**config.mk**
```make
export PLATFORM = sky130hd
export DESIGN_NAME = instr_mem_loader
export DESIGN_NICKNAME = d
export VERILOG_FILES = /design/src/rtl/instr_mem_loader.sv
export SDC_FILE = /design/constraint.sdc
export NUM_CORES = 1
export LEC_CHECK = 0
export ABC_AREA = 1
export ABC_CLOCK_PERIOD_IN_PS = 7400
export BUFFER_PORTS_ARGS = -buffer_cell sky130_fd_sc_hd__buf_2
export CORE_MARGIN = 4
export CORE_UTILIZATION = 45
export CTS_CLUSTER_DIAMETER = 60
export DETAILED_ROUTE_END_ITERATION = 12
export PLACE_DENSITY_LB_ADDON = 0.12
export SKIP_CTS_REPAIR_TIMING = 1
export SYNTH_ARGS = -nofsm -noshare
export SYNTH_HDL_FRONTEND = slang
export SYNTH_SLANG_ARGS = --single-unit
```
**constraint.sdc**
```tcl
create_clock -name clk -period 7.4 [get_ports clk]
set_input_delay 1.11 -clock clk [delete_from_list [all_inputs] [get_ports clk]]
set_output_delay 1.11 -clock clk [all_outputs]
set_load 0.005 [all_outputs]
```
**src/rtl/instr_mem_loader.sv**
```systemverilog
// Boot-time instruction memory loader: assembles big-endian words from a
// byte stream, writes them from address 0 and verifies a trailing checksum.
module instr_mem_loader #(
   parameter int ADDR_W = 10,
   parameter int DEPTH  = 1024
) (
   input  logic              clk,
   input  logic              rst,
   input  logic              start,
   input  logic [ADDR_W:0]   num_words,
   input  logic              in_valid,
   input  logic [7:0]        in_data,
   output logic              in_ready,
   output logic              mem_wea,
   output logic [ADDR_W-1:0] mem_addra,
   output logic [31:0]       mem_dina,
   output logic              busy,
   output logic              done,
   output logic              err,
   output logic              cpu_hold
);

   typedef enum logic [1:0] {IDLE, LOAD, CHECK, DONE} state_t;

   localparam logic [ADDR_W:0] MAXW = (ADDR_W+1)'(DEPTH);

   state_t          st;
   logic [ADDR_W:0] nwords;
   logic [ADDR_W:0] wcnt;
   logic [1:0]      bcnt;
   logic [23:0]     sh;
   logic [31:0]     sum;

   logic            xfer;
   logic            legal;
   logic [31:0]     word;

   always_comb begin
      xfer  = in_valid & in_ready;
      legal = (num_words != '0) && (num_words <= MAXW);
      word  = {sh, in_data};
   end

   always_ff @(posedge clk or posedge rst) begin
      if (rst) begin
         st        <= IDLE;
         nwords    <= '0;
         wcnt      <= '0;
         bcnt      <= '0;
         sh        <= '0;
         sum       <= '0;
         in_ready  <= 1'b0;
         mem_wea   <= 1'b0;
         mem_addra <= '0;
         mem_dina  <= '0;
         busy      <= 1'b0;
         done      <= 1'b0;
         err       <= 1'b0;
         cpu_hold  <= 1'b1;
      end else begin
         mem_wea <= 1'b0;
         unique case (st)
            IDLE, DONE: begin
               if (start) begin
                  cpu_hold <= 1'b1;
                  if (legal) begin
                     st       <= LOAD;
                     nwords   <= num_words;
                     wcnt     <= '0;
                     bcnt     <= '0;
                     sum      <= '0;
                     busy     <= 1'b1;
                     in_ready <= 1'b1;
                     done     <= 1'b0;
                     err      <= 1'b0;
                  end else begin
                     st       <= DONE;
                     busy     <= 1'b0;
                     in_ready <= 1'b0;
                     done     <= 1'b1;
                     err      <= 1'b1;
                  end
               end
            end
            LOAD: begin
               if (xfer) begin
                  sh   <= {sh[15:0], in_data};
                  bcnt <= bcnt + 2'd1;
                  if (bcnt == 2'd3) begin
                     mem_wea   <= 1'b1;
                     mem_addra <= wcnt[ADDR_W-1:0];
                     mem_dina  <= word;
                     sum       <= sum + word;
                     wcnt      <= wcnt + 1'b1;
                     if (wcnt == nwords - 1'b1)
                        st <= CHECK;
                  end
               end
            end
            CHECK: begin
               if (xfer) begin
                  sh   <= {sh[15:0], in_data};
                  bcnt <= bcnt + 2'd1;
                  // the 4th byte completes the received checksum
                  if (bcnt == 2'd3) begin
                     st       <= DONE;
                     busy     <= 1'b0;
                     in_ready <= 1'b0;
                     done     <= 1'b1;
                     err      <= (word != sum);
                     cpu_hold <= (word != sum);
                  end
               end
            end
            default: st <= IDLE;
         endcase
      end
   end

endmodule

```
Word-level counts from Yosys, hierarchy flattened
Cells that the tools add are included.
{"block": "totals", "register_bits": 129, "input_bits": 23, "out_inout_bits": 48, "word_cells": 87}
{"block": "op_classes", "n_addsub": 4, "magnitude_cmp": 1, "n_eq_ne": 14, "muxes": 40, "n_bitwise": 1, "n_reduce_logical": 14}
{"cell": "32-bit two-way mux", "count": 4}
{"cell": "32-bit case mux with 2 select lines", "count": 1}
{"cell": "11-bit two-way mux", "count": 4}
{"cell": "32-bit adder", "count": 1}
{"cell": "32-bit inequality test", "count": 1}
{"cell": "11-bit case mux with 2 select lines", "count": 1}
{"cell": "2-bit two-way mux", "count": 10}
{"cell": "1-bit two-way mux", "count": 14}
{"cell": "2-bit inequality test, second input constant", "count": 7}
{"cell": "11-bit by 1-bit adder with 11-bit output, second input constant", "count": 1}
{"cell": "11-bit == test", "count": 1}
{"cell": "11-bit less-or-equal comparator, second input constant", "count": 1}
{"cell": "11-bit nonzero test", "count": 1}
{"cell": "11-bit by 1-bit subtractor with 11-bit output, second input constant", "count": 1}
{"cell": "3-bit AND reduction", "count": 3}
{"cell": "1-bit case mux with 2 select lines", "count": 4}
{"cell": "2-bit == test, second input constant", "count": 3}
{"cell": "2-bit case mux with 3 select lines", "count": 1}
{"cell": "6-bit AND reduction", "count": 1}
{"cell": "5-bit AND reduction", "count": 1}
{"cell": "2-bit case mux with 2 select lines", "count": 1}
{"cell": "4-bit AND reduction", "count": 1}
{"cell": "2-bit nonzero test", "count": 2}
{"cell": "2-bit OR reduction", "count": 2}
{"cell": "other kinds (7)", "count": 7}

Longest topological paths before layout
{"block": "depth", "ltp_word": 6, "depth_mapped": 15, "ltp_nobuf": 15}

Worst setup path before layout
OpenSTA, ideal clock, no wires.
{"block": "synth_timing", "path_type": "input to register", "from": "input port in_data[0]", "to": "register sum[28]", "setup_ns": 0.122, "arrival_time_ns": 2.560, "required_time_ns": 7.278, "setup_slack_ns": 4.717, "path_stages": 14, "path_cell_list": "ha_1 -> fa_1 -> nand2_1 -> nand2_1 -> o21ai_1 -> inv_1 -> nand2_1 -> nand2_1 -> nand2_1 -> nand2_1 -> nand3_1 -> nand3_1 -> nand2_1 -> o21ai_1"}
{"block": "synth_between", "elab_chain_cells": 4}
{"item": "start: declaration", "line": "12", "rtl": "input logic [7:0] in_data,"}
{"item": "32-bit adder", "line": "93", "rtl": "sum <= sum + word;"}
{"item": "32-bit two-way mux", "line": "89", "rtl": "if (bcnt == 2'd3) begin"}
{"item": "32-bit two-way mux", "line": "86", "rtl": "if (xfer) begin"}
{"item": "32-bit case mux with 2 select lines", "line": "62", "rtl": "unique case (st)"}
{"item": "end signal: assignment", "line": "93"}
{"item": "end: declaration", "line": "32", "rtl": "logic [31:0] sum;"}
No other way between the ends. The select of a mux whose other input is x is not followed.
A chain may end at the register's enable or synchronous reset.

Worst setup path in the final report
{"block": "layout_timing", "from": "register st[1]", "to": "register wcnt[7]"}
{"block": "layout_between", "elab_chain_cells": 4, "elab_cells_between_ends": 11}
{"item": "start: declaration", "line": "27", "rtl": "state_t st;"}
{"item": "start signal: assignment", "line": "46", "rtl": "st <= IDLE;"}
{"item": "start signal: assignment", "line": "67", "rtl": "st <= LOAD;"}
{"item": "start signal: assignment", "line": "77", "rtl": "st <= DONE;"}
{"item": "2-bit == test / 2-bit zero test (equally long branches)", "line": "62"}
{"item": "2-bit OR reduction", "line": "62"}
{"item": "2-bit inequality test (no source line) / 2-bit nonzero test (equally long branches)"}
{"item": "5-bit AND reduction (no source line)"}
{"item": "end signal: assignment", "line": "94", "rtl": "wcnt <= wcnt + 1'b1;"}
{"item": "end: declaration", "line": "29", "rtl": "logic [ADDR_W:0] wcnt;"}
Several ways; a longest one is shown, not always the timed one.

==> load_flow_metrics.sql <==
INSERT INTO impl_metrics (metric_group, metric, value, unit) VALUES
('route', 'wl_per_cell', '15.8', 'microns'),
('synth', 'synth_cell_type_count', '41', ''),
('synth', 'cell_taking_the_most_area_after_synthesis', 'sky130_fd_sc_hd__dfrtp_1', ''),
('synth', 'syn-cell-area', '7740', 'sq um'),
('clock_tree', 'cts_htree_levels', '4', ''),
('place', 'gp_congestion', '0.977', ''),
('outcome', 'outcome', 'finished, final reports clean', ''),
('synth', 'seq_area_frac_synth', '41.7', '%'),
('sta', 'rsz0062_at_grt', 'no', ''),
('finish', 'utilization', '53.0', '%'),
('sta', 'tightest_slew', '0.945', 'ns'),
('sta', 'slew_violations', '0', ''),
('floorplan', 'die_h', '139', 'microns'),
('clock_tree', 'worstSkewPairLatency', '0.43', 'ns'),
('floorplan', 'floorplan.io_pins', '71', ''),
('clock_tree', 'cts.reportedPaths.clkPinSlew', '0.06', 'ns'),
('global_routing', 'global_route_wire_length_before_repair', '34.0', 'mm'),
('worst_setup_path', 'crit_required', '7.71', 'ns'),
('sta', 'layout_min_cycle_time', '2.96', 'ns'),
('worst_setup_path', 'worstSetupStartpoint', 'st[1]$_DFFE_PP0P_', ''),
('synth', 'main_combinational_cell_family_by_area_after_synthesis', 'simple AND/OR/NAND/NOR gates', ''),
('worst_setup_path', 'capture_point_of_the_critical_path', 'wcnt[7]$_DFFE_PP0P_', ''),
('route', 'drtIter0Drc', '584', ''),
('synth', 'synth-main-ff-cell', 'sky130_fd_sc_hd__dfrtp_1', ''),
('worst_hold_path', 'min-delay-path-class', 'reg2reg', ''),
('sta', 'final-setup-viol-count', '0', ''),
('floorplan', 'start_util', '46.3', '%'),
('sta', 'finClkSkew', '0.00824', 'ns'),
('sta', 'setup_slack', '4.44', 'ns'),
('finish', 'syn_to_final_growth', '14.5', '%'),
('synth', 'adder_cell_share_of_the_synthesized_area', '6.24', '%'),
('synth', 'synth_async_sr_flop_share', '100', '%'),
('synth', 'share_of_the_synthesized_area_in_compound_gates_ao_oa_aoi_oai', '13.4', '%'),
('clock_tree', 'clock-root-buffer', 'sky130_fd_sc_hd__clkbuf_16', ''),
('finish', 'final_net_count', '1157', ''),
('finish', 'drive_above_1_share', '13.9', '%'),
('place', 'place_inst', '1297', ''),
('worst_setup_path', 'worstPathArrival', '3.27', 'ns'),
('floorplan', 'floorplan.core_area', '16700', 'sq um'),
('sta', 'timing.max_slew.rel_slack', '37.0', '%'),
('global_routing', 'global_route.usage.total', '21.9', '%'),
('power_and_ir_drop', 'p_leak', '4.53', 'nW'),
('worst_setup_path', 'r2r_slack', '4.44', 'ns'),
('synth', 'netlist_instances', '1027', ''),
('clock_tree', 'tritoncts', 'done', ''),
('clock_tree', 'cts_num_sinks', '129', ''),
('synth', 'synth.avg_cell_area', '7.54', 'sq um'),
('sta', 'hold_violations', '0', ''),
('route', 'vias', '6958', ''),
('power_and_ir_drop', 'power_per_cell_area', '396', 'nW/um^2'),
('flow_run', 'max-cap-violations', '0', ''),
('clock_tree', 'cts_made_buffers', '17', ''),
('sta', 'finalSetupTns', '0', 'ns'),
('synth', 'synth_nets', '1088', ''),
('synth', 'synth.top_cells.by_area', 'sky130_fd_sc_hd__dfrtp_1 (41%), sky130_fd_sc_hd__nand2_1 (14%), sky130_fd_sc_hd__ha_1 (6.0%)', ''),
('synth', 'synthXorXnorAreaFrac', '1.91', '%'),
('clock_tree', 'maximum_number_of_buffers_from_clock_root_to_sink', '2', ''),
('global_routing', 'grt_max_degree', '75', ''),
('worst_hold_path', 'hold_path_origin', 'bcnt[0]$_DFFE_PP0P_', ''),
('worst_setup_path', 'crit_path_start_kind', 'flip-flop', ''),
('power_and_ir_drop', 'worst_ir_drop_vdd', '192', 'uV'),
('worst_setup_path', 'reg2reg_depth', '10', ''),
('global_routing', 'grt_pass1_vias', '6403', ''),
('synth', 'post_synth_mux_area_share', '2.47', '%'),
('global_routing', 'overflow', '0', ''),
('route', 'route.detailed.drc', '0', ''),
('synth', 'yosys.area_share.simple', '26.6', '%'),
('place', 'pre_cts_ws', '4.37', 'ns'),
('worst_setup_path', 'end_kind', 'flip-flop', ''),
('worst_setup_path', 'category_of_the_critical_setup_timing_path', 'reg2reg', ''),
('worst_setup_path', 'worst_reg2reg_startpoint', 'st[1]$_DFFE_PP0P_', '');
## registers in the layout, indices dropped and copies added (netlist names), 2 cells and up
register   count
st             2
sum           32
mem_addra     10
bcnt           2
wcnt          11
nwords        11
sh            24
mem_dina      32
## cell families (layout without fill, tap and decap cells)
kind of cell	count (synthesis)	in the layout
buffers and inverters	137	218
adders and majority gates	38	38
DFF	129	129
muxes	17	17
and+or+nand+nor	503	503
xor gates and xnor gates	16	16
AOI/OAI and AO/OA	187	187
## per-stage QoR
stage | cell area [sq um] | hold slack [ns] | total power [mW]
after floorplan | 7740 | 0.446 | 2.20
after global placement | 8250 | 0.465 | 2.63
after detailed placement | 8250 | 0.469 | 2.64
after CTS | 8860 | 0.479 | 3.53
after global routing | 8860 | 0.505 | 3.80
final | 8860 | 0.474 | 3.51
## area by class of cell
type | count | area [sq um]
Inverter | 113 | 434
Timing Repair Buffer | 74 | 380
Multi-Input combinational cell | 761 | 3930
Tap cell | 220 | 275
Clock inverter | 14 | 181
Fill cell | 1672 | 7840
Clock buffer | 17 | 425
Sequential cell | 129 | 3230
## placed cells by master, fill, tap and decap left out, types with 5 or more instances in the layout
cell type / count
sky130_fd_sc_hd__nand4_1: 8
sky130_fd_sc_hd__o21ai_2: 10
sky130_fd_sc_hd__a21oi_1: 72
sky130_fd_sc_hd__mux2_2: 17
sky130_fd_sc_hd__ha_1: 37
sky130_fd_sc_hd__nor2_2: 6
sky130_fd_sc_hd__buf_2: 70
sky130_fd_sc_hd__clkinv_4: 5
sky130_fd_sc_hd__nor4_1: 7
sky130_fd_sc_hd__nand2_1: 284
sky130_fd_sc_hd__inv_1: 109
sky130_fd_sc_hd__o21ai_1: 19
sky130_fd_sc_hd__nand3_1: 52
sky130_fd_sc_hd__nor2_1: 120
sky130_fd_sc_hd__inv_6: 5
sky130_fd_sc_hd__o21ai_0: 67
sky130_fd_sc_hd__clkbuf_16: 17
sky130_fd_sc_hd__xor2_1: 14
sky130_fd_sc_hd__dfrtp_1: 128
sky130_fd_sc_hd__nor3_1: 12
sky130_fd_sc_hd__nand2_2: 5
## routing by layer
layer,global-route usage (%),up-vias,wire length (microns)
met2,32.9,192,9220
li1,-,3482,-
met4,6.90,0,419
met5,0,-,0
met1,31.8,3248,10200
met3,4.66,36,1200
## how the worst min path moves through the flow
stage                                      end  slack [ns]
after floorplan             sum[0]$_DFFE_PP0P_        0.45
after global placement    cpu_hold$_DFFE_PP1P_        0.46
after detailed placement    sum[0]$_DFFE_PP0P_        0.47
after CTS                  bcnt[0]$_DFFE_PP0P_        0.48
after global routing      cpu_hold$_DFFE_PP1P_        0.51
final                      bcnt[0]$_DFFE_PP0P_        0.47
## worst max-delay path: stages, from the launching register on
cell and delay [ns]:
sky130_fd_sc_hd__dfrtp_1 0.40, sky130_fd_sc_hd__inv_1 0.08, sky130_fd_sc_hd__ha_1 0.54, sky130_fd_sc_hd__inv_1 0.48, sky130_fd_sc_hd__o21ai_0 0.27, sky130_fd_sc_hd__inv_1 0.11
sky130_fd_sc_hd__o211ai_4 0.09, sky130_fd_sc_hd__buf_4 0.48, sky130_fd_sc_hd__inv_6 0.20, sky130_fd_sc_hd__nand2_1 0.12, sky130_fd_sc_hd__o21ai_2 0.05
## Yosys cell counts, types with 2 or more instances
| library cell | number |
|---|---|
| sky130_fd_sc_hd__xor2_1 | 14 |
| sky130_fd_sc_hd__o21bai_1 | 4 |
| sky130_fd_sc_hd__nor4_1 | 7 |
| sky130_fd_sc_hd__nor3_1 | 12 |
| sky130_fd_sc_hd__inv_2 | 2 |
| sky130_fd_sc_hd__a21boi_0 | 3 |
| sky130_fd_sc_hd__mux2_2 | 17 |
| sky130_fd_sc_hd__o21ai_1 | 19 |
| sky130_fd_sc_hd__o21ai_2 | 10 |
| sky130_fd_sc_hd__nand4_1 | 8 |
| sky130_fd_sc_hd__nand3b_1 | 4 |
| sky130_fd_sc_hd__a21o_1 | 4 |
| sky130_fd_sc_hd__clkbuf_1 | 9 |
| sky130_fd_sc_hd__dfrtp_1 | 128 |
| sky130_fd_sc_hd__buf_4 | 2 |
| sky130_fd_sc_hd__ha_1 | 37 |
| sky130_fd_sc_hd__a21oi_1 | 72 |
| sky130_fd_sc_hd__nor2_2 | 5 |
| sky130_fd_sc_hd__buf_2 | 6 |
| sky130_fd_sc_hd__buf_6 | 7 |
| sky130_fd_sc_hd__o21a_1 | 2 |
| sky130_fd_sc_hd__nor2_1 | 122 |
| sky130_fd_sc_hd__o211ai_1 | 2 |
| sky130_fd_sc_hd__nand2_1 | 284 |
| sky130_fd_sc_hd__o21ai_0 | 67 |
| sky130_fd_sc_hd__nand3_1 | 52 |
| sky130_fd_sc_hd__inv_1 | 110 |
| sky130_fd_sc_hd__nand2_2 | 5 |
## power by group
part | switching [mW] | leakage, nW | internal, mW
combinational | 0.979 | 2.52 | 0.505
sequential | 0.205 | 1.71 | 0.953
clock | 0.337 | 0.300 | 0.534
(Power assumes the default switching activity.)
